File: src/rtl/add_mul_seq_if.sv
// Operand/result handshake bundle for the sequential add-multiplier.
// The master side supplies operands and consumes results.
interface add_mul_seq_if #(
   parameter int widthX = 8,
   parameter int widthY = 8
);
   localparam int widthZ = widthX + widthY;
   localparam int widthP = widthX + widthY + 2;

   logic              in_valid;
   logic              in_ready;
   logic              tc;
   logic [widthX-1:0] xs;
   logic [widthX-1:0] xc;
   logic [widthY-1:0] y;
   logic [widthZ-1:0] z;
   logic              out_valid;
   logic              out_ready;
   logic [widthP-1:0] p;

   modport master (
      output in_valid, tc, xs, xc, y, z, out_ready,
      input  in_ready, out_valid, p
   );

   modport slave (
      input  in_valid, tc, xs, xc, y, z, out_ready,
      output in_ready, out_valid, p
   );
endinterface

File: src/rtl/add_mul_seq.sv
// Iterative P = (XS + XC) * Y + Z, consuming DIGITS carry-save multiplier
// bits per cycle, in unsigned or two's-complement mode.
module add_mul_seq #(
   parameter int widthX = 8,
   parameter int widthY = 8,
   parameter int DIGITS = 1
) (
   input logic          clk,
   input logic          rstn,
   input logic          clr,
   add_mul_seq_if.slave bus
);
   localparam int widthZ = widthX + widthY;
   localparam int widthP = widthX + widthY + 2;
   localparam int N      = widthX / DIGITS;
   localparam int cntW   = (N > 1) ? $clog2(N) : 1;

   generate
      if (widthX % DIGITS != 0) begin : gen_digitsCheck
         $error("add_mul_seq: DIGITS must divide widthX");
      end
   endgenerate

   typedef enum logic [1:0] {IDLE, BUSY, DONE} state_t;

   state_t            state;
   state_t            stateNext;
   logic [widthX-1:0] xsReg;
   logic [widthX-1:0] xcReg;
   logic [widthP-1:0] yReg;
   logic [widthP-1:0] acc;
   logic [widthP-1:0] accNext;
   logic [widthP-1:0] pReg;
   logic [widthP-1:0] term;
   logic              tcReg;
   logic [cntW-1:0]   cnt;
   logic              lastIter;
   logic              accept;
   logic              m1;
   logic              m2;

   assign lastIter = (cnt == cntW'(N - 1));
   assign accept   = bus.in_valid & bus.in_ready & ~clr;
   assign bus.p    = pReg;

   always_ff @(posedge clk) begin
      if (!rstn) state <= IDLE;
      else       state <= stateNext;
   end

   always_comb begin
      stateNext = state;
      case (state)
         IDLE:    if (accept) stateNext = BUSY;
         BUSY:    if (lastIter) stateNext = DONE;
         DONE:    if (bus.out_ready) stateNext = accept ? BUSY : IDLE;
         default: stateNext = IDLE;
      endcase
      if (clr) stateNext = IDLE;
   end

   // Ready is held low during reset; in DONE it follows the consumer so a
   // new operand set can be taken in the same cycle the result is drained.
   always_comb begin
      bus.in_ready  = 1'b0;
      bus.out_valid = 1'b0;
      if (rstn) begin
         case (state)
            IDLE: bus.in_ready = 1'b1;
            DONE: begin
               bus.out_valid = 1'b1;
               bus.in_ready  = bus.out_ready;
            end
            default: ;
         endcase
      end
   end

   // The top multiplier bit carries negative weight in TC mode, so its
   // partial product is subtracted on the final slice.
   always_comb begin
      accNext = acc;
      m1      = 1'b0;
      m2      = 1'b0;
      term    = '0;
      for (int i = 0; i < DIGITS; i++) begin
         m1   = xsReg[i] ^ xcReg[i];
         m2   = xsReg[i] & xcReg[i];
         term = (m1 ? (yReg << i) : '0) + (m2 ? (yReg << (i + 1)) : '0);
         if (tcReg && lastIter && (i == DIGITS - 1)) accNext = accNext - term;
         else                                        accNext = accNext + term;
      end
   end

   always_ff @(posedge clk) begin
      if (!rstn) begin
         xsReg <= '0;
         xcReg <= '0;
         yReg  <= '0;
         acc   <= '0;
         pReg  <= '0;
         tcReg <= 1'b0;
         cnt   <= '0;
      end else if (clr) begin
         cnt <= '0;
      end else if (accept) begin
         xsReg <= bus.xs;
         xcReg <= bus.xc;
         tcReg <= bus.tc;
         yReg  <= {{(widthX + 2){bus.tc & bus.y[widthY-1]}}, bus.y};
         acc   <= {{2{bus.tc & bus.z[widthZ-1]}}, bus.z};
         cnt   <= '0;
      end else if (state == BUSY) begin
         acc   <= accNext;
         xsReg <= xsReg >> DIGITS;
         xcReg <= xcReg >> DIGITS;
         yReg  <= yReg << DIGITS;
         cnt   <= cnt + 1'b1;
         if (lastIter) pReg <= accNext;
      end
   end
endmodule
File: src/flat_wrapper.sv
// flat-port wrapper written by rule: the top's interface ports become plain ports
module add_mul_seq_flat 
#(
   parameter int widthX = 8,
   parameter int widthY = 8,
   parameter int DIGITS = 1
)
  (clk, rstn, clr, bus_in_valid, bus_tc, bus_xs, bus_xc, bus_y, bus_z, bus_out_ready, bus_in_ready, bus_out_valid, bus_p);
  add_mul_seq_if #(.widthX(widthX), .widthY(widthY)) bus_i ();
  input logic clk;
  input logic rstn;
  input logic clr;
  input wire logic [$bits(bus_i.in_valid)-1:0] bus_in_valid;
  input wire logic [$bits(bus_i.tc)-1:0] bus_tc;
  input wire logic [$bits(bus_i.xs)-1:0] bus_xs;
  input wire logic [$bits(bus_i.xc)-1:0] bus_xc;
  input wire logic [$bits(bus_i.y)-1:0] bus_y;
  input wire logic [$bits(bus_i.z)-1:0] bus_z;
  input wire logic [$bits(bus_i.out_ready)-1:0] bus_out_ready;
  output wire logic [$bits(bus_i.in_ready)-1:0] bus_in_ready;
  output wire logic [$bits(bus_i.out_valid)-1:0] bus_out_valid;
  output wire logic [$bits(bus_i.p)-1:0] bus_p;
  assign bus_i.in_valid = bus_in_valid;
  assign bus_i.tc = bus_tc;
  assign bus_i.xs = bus_xs;
  assign bus_i.xc = bus_xc;
  assign bus_i.y = bus_y;
  assign bus_i.z = bus_z;
  assign bus_i.out_ready = bus_out_ready;
  assign bus_in_ready = bus_i.in_ready;
  assign bus_out_valid = bus_i.out_valid;
  assign bus_p = bus_i.p;
  add_mul_seq #(.widthX(widthX), .widthY(widthY), .DIGITS(DIGITS)) u_core (.clk(clk), .rstn(rstn), .clr(clr), .bus(bus_i));
endmodule
File: config.mk
export PLATFORM = sky130hd
export DESIGN_NAME = add_mul_seq_flat
export DESIGN_NICKNAME = d
export VERILOG_FILES = /design/src/rtl/add_mul_seq_if.sv /design/src/rtl/add_mul_seq.sv /design/src/flat_wrapper.sv
export SDC_FILE = /design/constraint.sdc
export NUM_CORES = 1
export LEC_CHECK = 0
export BUFFER_PORTS_ARGS = -buffer_cell sky130_fd_sc_hd__buf_2
export CAP_MARGIN = 25
export CORE_MARGIN = 2
export CORE_UTILIZATION = 55
export CTS_BUF_LIST = sky130_fd_sc_hd__clkbuf_16
export DETAILED_ROUTE_END_ITERATION = 8
export HOLD_SLACK_MARGIN = 0.03
export MAX_ROUTING_LAYER = met4
export PLACE_DENSITY = 0.76
export SLEW_MARGIN = 20
export SYNTH_ARGS = -nofsm -noshare
export SYNTH_HDL_FRONTEND = slang
export SYNTH_SLANG_ARGS = --single-unit
File: constraint.sdc
create_clock -name clk -period 5.62 [get_ports clk]
set_input_delay 0.562 -clock clk [delete_from_list [all_inputs] [get_ports clk]]
set_output_delay 0.562 -clock clk [all_outputs]
set_load 0.005 [all_outputs]
==> reports/qor.yml, run 1 <==
cts_max_level: 3
synth_flop_cell: "dfxtp_1"
start_kind: "flop"
place_congestion: 0.869
setup_viol: 0
min_from: "u_core.bus.p[6]"
cp.arrival_ps: 5440
critPathSlowestCell: "a221oi_1"
min_path_type: "flop to flop"
skew_ps: 8.26
syn_nets: 752
synth-edff-count: 0
syn_area_mm2: 0.00528
diodes: 0
period_share_pct: 91.8
p_int_w: 0.000983
path_buf_inv: 1
area_growth_pct: 12.7
ys_seq_area_share_pct: 28.8
clk_path_buf_depth: 2
period_minus_slack_ps: 5160
ant_nets: 0
crit_fanout: 18
dpl.hpwl_mm: 9.17
initial_core_util_pct: 56.9
clk_pin_slew_worst_paths_ps: 60
layout_common_cells: "96 x nand2_1, 76 x dfxtp_1, 65 x buf_2, 49 x a21oi_1"
grt_max_degree: 79
grt_pass1_wl_mm: 20.5
final_common_cell: "nand2_1"
p_comb_share_pct: 20.8
grt_usage_pct: 25.1
wire_per_inst_um: 14.8
core_mm2: 0.00928
via_count: 4864
p_clk_share_pct: 38.8
r2r-start: "u_core.xsReg[0]"
cp-end-kind: "flop"
worst-r2r-setup-slack_ps: 460
fin_nets: 796
p_switching_w: 0.000429
max_cap_violations: 0
fmax_ghz: 0.194
maxSlewHeadroom_pct: 46.3
grt_pass1_vias: 4497
cts_tree: "done"
critPathRequiredTime_ps: 5900
worst_slack_ps: 463
cts.sinks: 76
cts_buffers: 9
swShare_pct: 30.4
setup-tns-final_ps: 0
p_per_area_mw_per_mm2: 237
viasPerCell: 5.76
wl_mm: 12.5
die_y_um: 102
drtIter0Drc: 206
worst_slew_pin_slew_ps: 801
io_buffers: 65
design_area_mm2: 0.00595
overflow: 0
path_cells: "ha_2, and2_1, ha_1, inv_1, fa_1, nand2b_1, a21oi_2, o31ai_1, a21boi_1, or2_2, nor3_1, a21oi_1, xor2_1, ha_1, a21o_1, nand2_1, nand2b_1, a221oi_1, o21ai_0, or3_1, nand3_1"
slowest_delay_ps: 480
crit_start: "u_core.xsReg[0]"
cp_top_family: "simple AND/OR/NAND/NOR gates"
cts_root_buf: "clkbuf_16"
final-hold-violation-count: 0
status: "finished clean"
dp_slack_ps: 447
power.ir.vdd_worst_uv: 152
antenna_found_initial: 0
first_pass_iters: 5
drc: 0
synth_cell_types: 58
clock_latency_ps: 340
io_pins: 66
yosys_register_bits: 76
final_layout_size_suffix_gt1_share_pct: 14.5
placement.cell_area_mm2: 0.00567
yosys_warnings: 0
async_reset_ff_share_pct: 0
syn_avg_cell_area_um2: 7.92
holdWs_ps: 458
power_frac_seq_pct: 40.5
die_w_um: 102
row_count: 35
crit_type: "flop to flop"
rsz0062_at_grt: "no"
die-area_mm2: 0.0104
syn_inst: 667
p_leak_nw: 2.50
slew_violations: 0
## cell families (layout without fill, tap and decap cells)
family	count (synthesis)	count (layout)	synth area share [%]
AND/OR/NAND/NOR	238	238	21.9
AO/OA/AOI/OAI	214	214	27.7
flip-flops	76	76	28.8
buffers and inverters	51	100	3.70
XOR/XNOR	43	43	7.13
adder cells (fa/ha/maj)	39	39	9.53
multiplexers	6	6	1.14
## power by group through the flow
stage,logic (W),clock network [W],registers (W)
after floorplan,0.000215,0,0.000578
after global placement,0.000275,0,0.000582
after detailed placement,0.000286,0,0.000583
after CTS,0.000289,0.000552,0.000571
after global routing,0.000321,0.000578,0.000573
final,0.000293,0.000547,0.000571
## final cells by class
cell class,instances,area (um2)
fillers,843,3340
clock inverters,7,51.3
multi-input cells,540,3570
flip-flops and latches,76,1520
clock buffers,9,225
inverters,14,52.6
repair buffers,70,363
well taps,129,161
## sequential cells by signal, summed over array words and instances (netlist names)
name and count:
u_core.state 2, u_core.xcReg 8, u_core.tcReg 1, u_core.cnt 3, u_core.yReg 18, u_core.xsReg 8, u_core.acc 18, u_core.bus.p 18
## worst min-delay path: stages, from the launching register on
cell and delay, ps:
dfxtp_1 300, nand2_1 40, a21boi_0 60
## stage by stage
stage,cells,utilization [%],power (W)
floorplan,667,-,0.000793
global placement,829,61.1,0.000856
detailed placement,829,61.1,0.000869
CTS,845,64.0,0.00141
global route,845,64.1,0.00147
finish,845,64.1,0.00141
## metal layers
metal	GRT usage (%)	vias to the layer above	share of wire, %
met3	3.35	12	4.3
met1	32.2	2261	48
li1	-	2467	-
met2	41.8	124	47
met5	-	-	0
met4	6.36	0	0.98
## synthesized netlist by cell type, types with 5 or more instances
cell type / instances / area share, %
a21boi_0: 38 / 5.4
a21o_1: 11 / 1.6
a21oi_1: 49 / 4.6
a22oi_1: 28 / 4.0
a31oi_1: 6 / 0.71
and2_1: 38 / 4.5
clkbuf_1: 31 / 2.2
dfxtp_1: 76 / 29
ha_1: 37 / 8.8
inv_1: 14 / 1.0
mux2i_1: 6 / 1.1
nand2_1: 96 / 6.8
nand2b_1: 9 / 1.1
nand3_1: 17 / 1.6
nor2_1: 34 / 2.4
nor2b_1: 9 / 1.1
nor3_1: 7 / 0.66
o211ai_1: 7 / 1.0
o21ai_0: 29 / 2.7
o221ai_1: 7 / 1.2
or2_2: 5 / 0.59
xnor2_1: 22 / 3.6
xor2_1: 21 / 3.5
## final timing paths
path	to	cells after the start
worst max-delay path	u_core.bus.p[17]	21
worst min-delay path	u_core.bus.p[6]	2
worst max register to register	u_core.bus.p[17]	21
worst min register to register	u_core.bus.p[6]	2
## repair_timing
item                       in CTS  in global routing
hold buffers                    0                  0
setup buffers                   0                  0
resized for setup               0                  1
setup endpoints to repair       0                  3
(Power assumes the default switching activity.)
==> run 2: changes to the inputs <==
- CORE_UTILIZATION: 55 -> 45
- PLACE_DENSITY: 0.76 -> unset
==> run 2 against run 1 <==
Setup slack improved by 130 ps; global-route usage decreased by 4.4 points; sequential cell count unchanged; critical endpoint unchanged; largest cell class unchanged; highest routed layer unchanged.
==> reports/qor.yml, run 2 (synthesized netlist as in run 1, its figures left out) <==
status: "finished clean"
p_clk_share_pct: 41.7  # +2.9 points
critPathRequiredTime_ps: 5900  # about the same
swShare_pct: 27.9  # -2.5 points
io_pins: 66  # unchanged
die-area_mm2: 0.0126  # +21%
power.ir.vdd_worst_uv: 189  # +25%
ant_nets: 0  # unchanged
wl_mm: 12.6  # +1.2%
grt_usage_pct: 20.7  # -4.4 points
rsz0062_at_grt: "no"
crit_type: "flop to flop"
overflow: 0  # unchanged
clk_path_buf_depth: 2  # unchanged
final_layout_size_suffix_gt1_share_pct: 14.1  # -0.40 points
p_per_area_mw_per_mm2: 246  # +3.8%
p_int_w: 0.00107  # +8.5%
area_growth_pct: 13.7
maxSlewHeadroom_pct: 34.1  # -12 points
fin_util_pct: 52.6  # -12 points
power_frac_seq_pct: 38.7  # -1.8 points
via_count: 4743  # -2.5%
p_switching_w: 0.000412  # -4.0%
path_buf_inv: 1  # unchanged
cts.sinks: 76  # unchanged
first_pass_iters: 4  # -1
min_path_type: "flop to flop"
period_share_pct: 89.4  # -2.3 points
initial_core_util_pct: 46.2  # -11 points
grt_pass1_vias: 4459  # -0.85%
fmax_ghz: 0.199  # +2.6%
critPathSlowestCell: "ha_2"
max_cap_violations: 0  # unchanged
start_kind: "flop"
diodes: 0  # unchanged
cp.arrival_ps: 5310  # -130 ps
setup-tns-final_ps: 0  # unchanged
cts_hold_buffers: 0  # unchanged
cp_top_family: "simple AND/OR/NAND/NOR gates"
clk_pin_slew_worst_paths_ps: 60  # about the same
skew_ps: 6.21  # -2.05 ps
cts_buffers: 9  # unchanged
wire_per_inst_um: 14.7  # -0.35%
layout_common_cells: "96 x nand2_1, 76 x dfxtp_1, 65 x buf_2, 49 x a21oi_1"
cts_root_buf: "clkbuf_16"
path_cells: "ha_2, and2_1, ha_1, inv_1, fa_1, nand2b_1, a21oi_2, o31ai_1, a21boi_1, or2_2, nor3_1, a21oi_1, xor2_1, ha_1, a21o_1, nand2_1, nand2b_1, a221oi_2, o21ai_0, or3_1, nand3_1"
period_minus_slack_ps: 5030  # -131 ps
cts_max_level: 3  # unchanged
drc: 0  # unchanged
final_common_cell: "nand2_1"
core_mm2: 0.0114  # +23%
antenna_found_initial: 0  # unchanged
place_congestion: 0.861  # -0.90%
grt_max_degree: 79  # unchanged
clock_latency_ps: 350  # about the same
die_w_um: 112  # +10%
cts_tree: "done"
dpl.hpwl_mm: 9.21  # +0.46%
holdWs_ps: 463  # +4.77 ps
final-hold-violation-count: 0  # unchanged
slowest_delay_ps: 460  # -20 ps
grt_pass1_wl_mm: 20.8  # +1.3%
setup_viol: 0  # unchanged
viasPerCell: 5.53  # -4.0%
worst_slew_pin_slew_ps: 987  # +185 ps
io_buffers: 65  # unchanged
row_count: 39  # +11%
p_leak_nw: 2.52  # +0.63%
drtIter0Drc: 167  # -19%
slew_violations: 0  # unchanged
crit_fanout: 18  # unchanged
die_y_um: 112  # +10%
cp-end-kind: "flop"
fin_nets: 795  # -0.13%
p_comb_share_pct: 19.6  # -1.2 points
[run 2: cell types whose count changed in the layout (fill, tap and decap cells not counted), sizes merged]
cell and delta:
bufinv +2, buf -1, clkinvlp -1, inv -1
[run 2: worst register-to-register path: stages, from the launching register on]
cell and delay, ps:
dfxtp_1 320, ha_2 460, and2_1 170, ha_1 180, inv_1 60, fa_1 390, nand2b_1 190, a21oi_2 220
o31ai_1 110, a21boi_1 170, or2_2 340, nor3_1 280, a21oi_1 130, xor2_1 170, ha_1 380, a21o_1 200
nand2_1 90, nand2b_1 90, a221oi_2 370, o21ai_0 190, or3_1 370, nand3_1 80
[run 2: what timing repair did]
action,CTS,global route
resized for setup,0,2
buffers inserted,0,0
hold endpoints to repair,0,0
endpoints found under the setup margin,0,2
[run 2: power groups by stage]
| stage | combinational [W] | clock [W] | sequential (W) |
|---|---|---|---|
| floorplan | 0.000215 | 0 | 0.000578 |
| global placement | 0.000280 | 0 | 0.000582 |
| detailed placement | 0.000285 | 0 | 0.000583 |
| CTS | 0.000286 | 0.000630 | 0.000571 |
| global route | 0.000324 | 0.000649 | 0.000573 |
| finish | 0.000290 | 0.000616 | 0.000571 |
[run 2: worst paths after layout]
| kind | start | slack [ps] | depth (start not counted) | end |
|---|---|---|---|---|
| worst max-delay path | u_core.xsReg[0] | 590 | 21 | u_core.bus.p[17] |
| worst min-delay path | u_core.bus.p[4] | 460 | 2 | u_core.bus.p[4] |
| worst max register to register | u_core.xsReg[0] | 590 | 21 | u_core.bus.p[17] |
| worst min register to register | u_core.bus.p[4] | 460 | 2 | u_core.bus.p[4] |
[run 2: area by class of cell]
type,count,area (um2)
tap,143,179
clock inverter,7,83.8
fill,1102,5420
sequential,76,1520
multi-input combinational,540,3580
inverter,14,52.6
timing repair buffer,69,355
clock buffer,9,225
[run 2: stage by stage]
stage	area (um2)	instances	setup WS, ps	total power (W)
CTS	5990	858	394	0.00149
global placement	5680	842	572	0.000863
detailed placement	5680	842	419	0.000867
global route	6000	858	147	0.00155
floorplan	5280	667	930	0.000793
finish	6000	858	594	0.00148
[run 2: routing by layer]
layer  wire length [um]  vias to the layer above  GRT usage (%)
li1                   -                     2464              -
met1               6210                     2166           26.8
met4                191                        0           8.54
met2               5600                       98           32.3
met3                636                       15           3.35
met5                  0                        -              -
==> run 3: changes to the inputs <==
- RECOVER_POWER: unset -> 25
==> run 3 against run 2 <==
The flow now finishes with violations (max-capacitance violations, max-slew violations); final cell count did not move; via count barely moved; worst hold slack improved by 3.4 ps; global-route usage did not move; clock skew rose by 0.52 ps; critical endpoint unchanged; largest cell class unchanged; highest routed layer unchanged.
==> reports/qor.yml, run 3 (synthesized netlist as in run 1, its figures left out) <==
status: "complete, but fails checks"
violations: "max-capacitance violations, max-slew violations"
initial_core_util_pct: 46.2  # unchanged
die_w_um: 112  # unchanged
overflow: 0  # unchanged
cts_tree: "done"
design_area_mm2: 0.00599  # -0.15%
grt_pass1_vias: 4459  # unchanged
skew_ps: 6.73  # +0.523 ps
power.ir.vdd_worst_uv: 188  # -0.78%
slowest_delay_ps: 460  # about the same
antenna_found_initial: 0  # unchanged
cts_max_level: 3  # unchanged
placement.cell_area_mm2: 0.00568  # unchanged
drc: 0  # unchanged
p_int_w: 0.00107  # about the same
fin_nets: 795  # unchanged
cts_hold_buffers: 0  # unchanged
fmax_ghz: 0.199  # -0.14%
p_clk_share_pct: 41.7  # about the same
area_growth_pct: 13.5
postCtsResizedCells: 0  # unchanged
path_cells: "ha_2, and2_1, ha_1, inv_1, fa_1, nand2b_1, a21oi_2, o31ai_1, a21boi_1, or2_2, nor3_1, a21oi_1, xor2_1, ha_1, a21o_1, nand2_1, nand2b_1, a221oi_2, o21ai_0, or3_1, nand3_1"
min_path_type: "flop to flop"
grt_pass1_wl_mm: 20.8  # unchanged
path_buf_inv: 1  # unchanged
use_met3_pct: 3.35  # unchanged
holdWs_ps: 466  # +3.38 ps
place_congestion: 0.861  # unchanged
power_frac_seq_pct: 38.7  # about the same
p_comb_share_pct: 19.6  # about the same
die_y_um: 112  # unchanged
post_cts_buffers: 0  # unchanged
cp.arrival_ps: 5310  # about the same
slew_violations: 79  # +79
max_cap_violations: 1  # +1
swShare_pct: 27.8  # -0.088 points
clk_pin_slew_worst_paths_ps: 60  # about the same
dpl.hpwl_mm: 9.21  # unchanged
setup-tns-final_ps: 0  # unchanged
cts_buffers: 9  # unchanged
drtIter0Drc: 166  # -0.60%
wl_mm: 12.4  # -1.5%
viasPerCell: 5.53  # about the same
ant_nets: 0  # unchanged
p_leak_nw: 2.50  # -0.85%
worst_slew_pin_slew_ps: 2750  # +1770 ps
maxSlewHeadroom_pct: -83.6  # -120 points
final-hold-violation-count: 0  # unchanged
layout_common_cells: "96 x nand2_1, 76 x dfxtp_1, 61 x buf_2, 49 x a21oi_1"
final_common_cell: "nand2_1"
clk_path_buf_depth: 2  # unchanged
worst_slack_ps: 587  # -7.09 ps
power.total_w: 0.00148  # about the same
crit_type: "flop to flop"
io_pins: 66  # unchanged
critPathSlowestCell: "ha_2"
grt_use_met1_pct: 26.8  # unchanged
period_share_pct: 89.5  # +0.13 points
period_minus_slack_ps: 5030  # +7.09 ps
clock_latency_ps: 350  # about the same
rsz0062_at_grt: "no"
p_per_area_mw_per_mm2: 247  # +0.12%
row_count: 39  # unchanged
cp_top_family: "simple AND/OR/NAND/NOR gates"
grt_usage_pct: 20.7  # unchanged
start_kind: "flop"
dp_slack_ps: 419  # unchanged
final_layout_size_suffix_gt1_share_pct: 13.4  # -0.70 points
globalRoute.busiestLayer: "met2"
wire_per_inst_um: 14.5  # -1.5%
grt_max_degree: 79  # unchanged
die-area_mm2: 0.0126  # unchanged
crit_fanout: 18  # unchanged
critPathRequiredTime_ps: 5900  # about the same
core_mm2: 0.0114  # unchanged
setup_viol: 0  # unchanged
diodes: 0  # unchanged
cts.sinks: 76  # unchanged
cts_root_buf: "clkbuf_16"
via_count: 4747  # +0.084%
cp-end-kind: "flop"
io_buffers: 65  # unchanged
use_met2_pct: 32.3  # unchanged
first_pass_iters: 4  # unchanged
p_switching_w: 0.000410  # -0.34%
-- run 3: changes by cell type in the layout (fill, tap and decap cells not counted), sizes merged --
cell,delta
buf,-5
clkbuf,+5
-- run 3: worst paths after layout --
path | from | to | slack, ps | depth (start not counted)
min reg2reg | u_core.bus.p[4] | u_core.bus.p[4] | 470 | 2
min | u_core.bus.p[4] | u_core.bus.p[4] | 470 | 2
max reg2reg | u_core.xsReg[0] | u_core.bus.p[17] | 590 | 21
max | u_core.xsReg[0] | u_core.bus.p[17] | 590 | 21
-- run 3: metrics by stage --
step / cells / utilization, %
finish: 858 / 52.5
global route: 858 / 52.5
CTS: 858 / 52.5
detailed placement: 842 / 49.8
global placement: 842 / 49.8
floorplan: 667 / -
-- run 3: power groups by stage --
stage               Combinational (W)  Sequential [W]  Clock (W)
finish                       0.000290        0.000571   0.000616
global route                 0.000326        0.000573   0.000649
detailed placement           0.000285        0.000583          0
CTS                          0.000286        0.000571   0.000630
floorplan                    0.000215        0.000578          0
global placement             0.000280        0.000582          0
-- run 3: tightest hold or removal path: cells and delay by family, from the launching register on --
kind               cells  cell delay (ps)
DFF                    1              300
AOI/OAI and AO/OA      1               60
and+or+nand+nor        1               40
-- run 3: cell type report --
type | instances | area [um2]
Timing Repair Buffer | 69 | 347
Clock buffer | 9 | 225
Inverter | 14 | 52.6
Multi-Input combinational cell | 540 | 3580
Clock inverter | 7 | 83.8
Fill cell | 1105 | 5430
Tap cell | 143 | 179
Sequential cell | 76 | 1520
-- run 3: layer usage --
layer  up-vias  wire length [um]
met5         -                 0
met3        20               487
met1      2161              6170
met2        99              5500
met4         0               289
li1       2467                 -
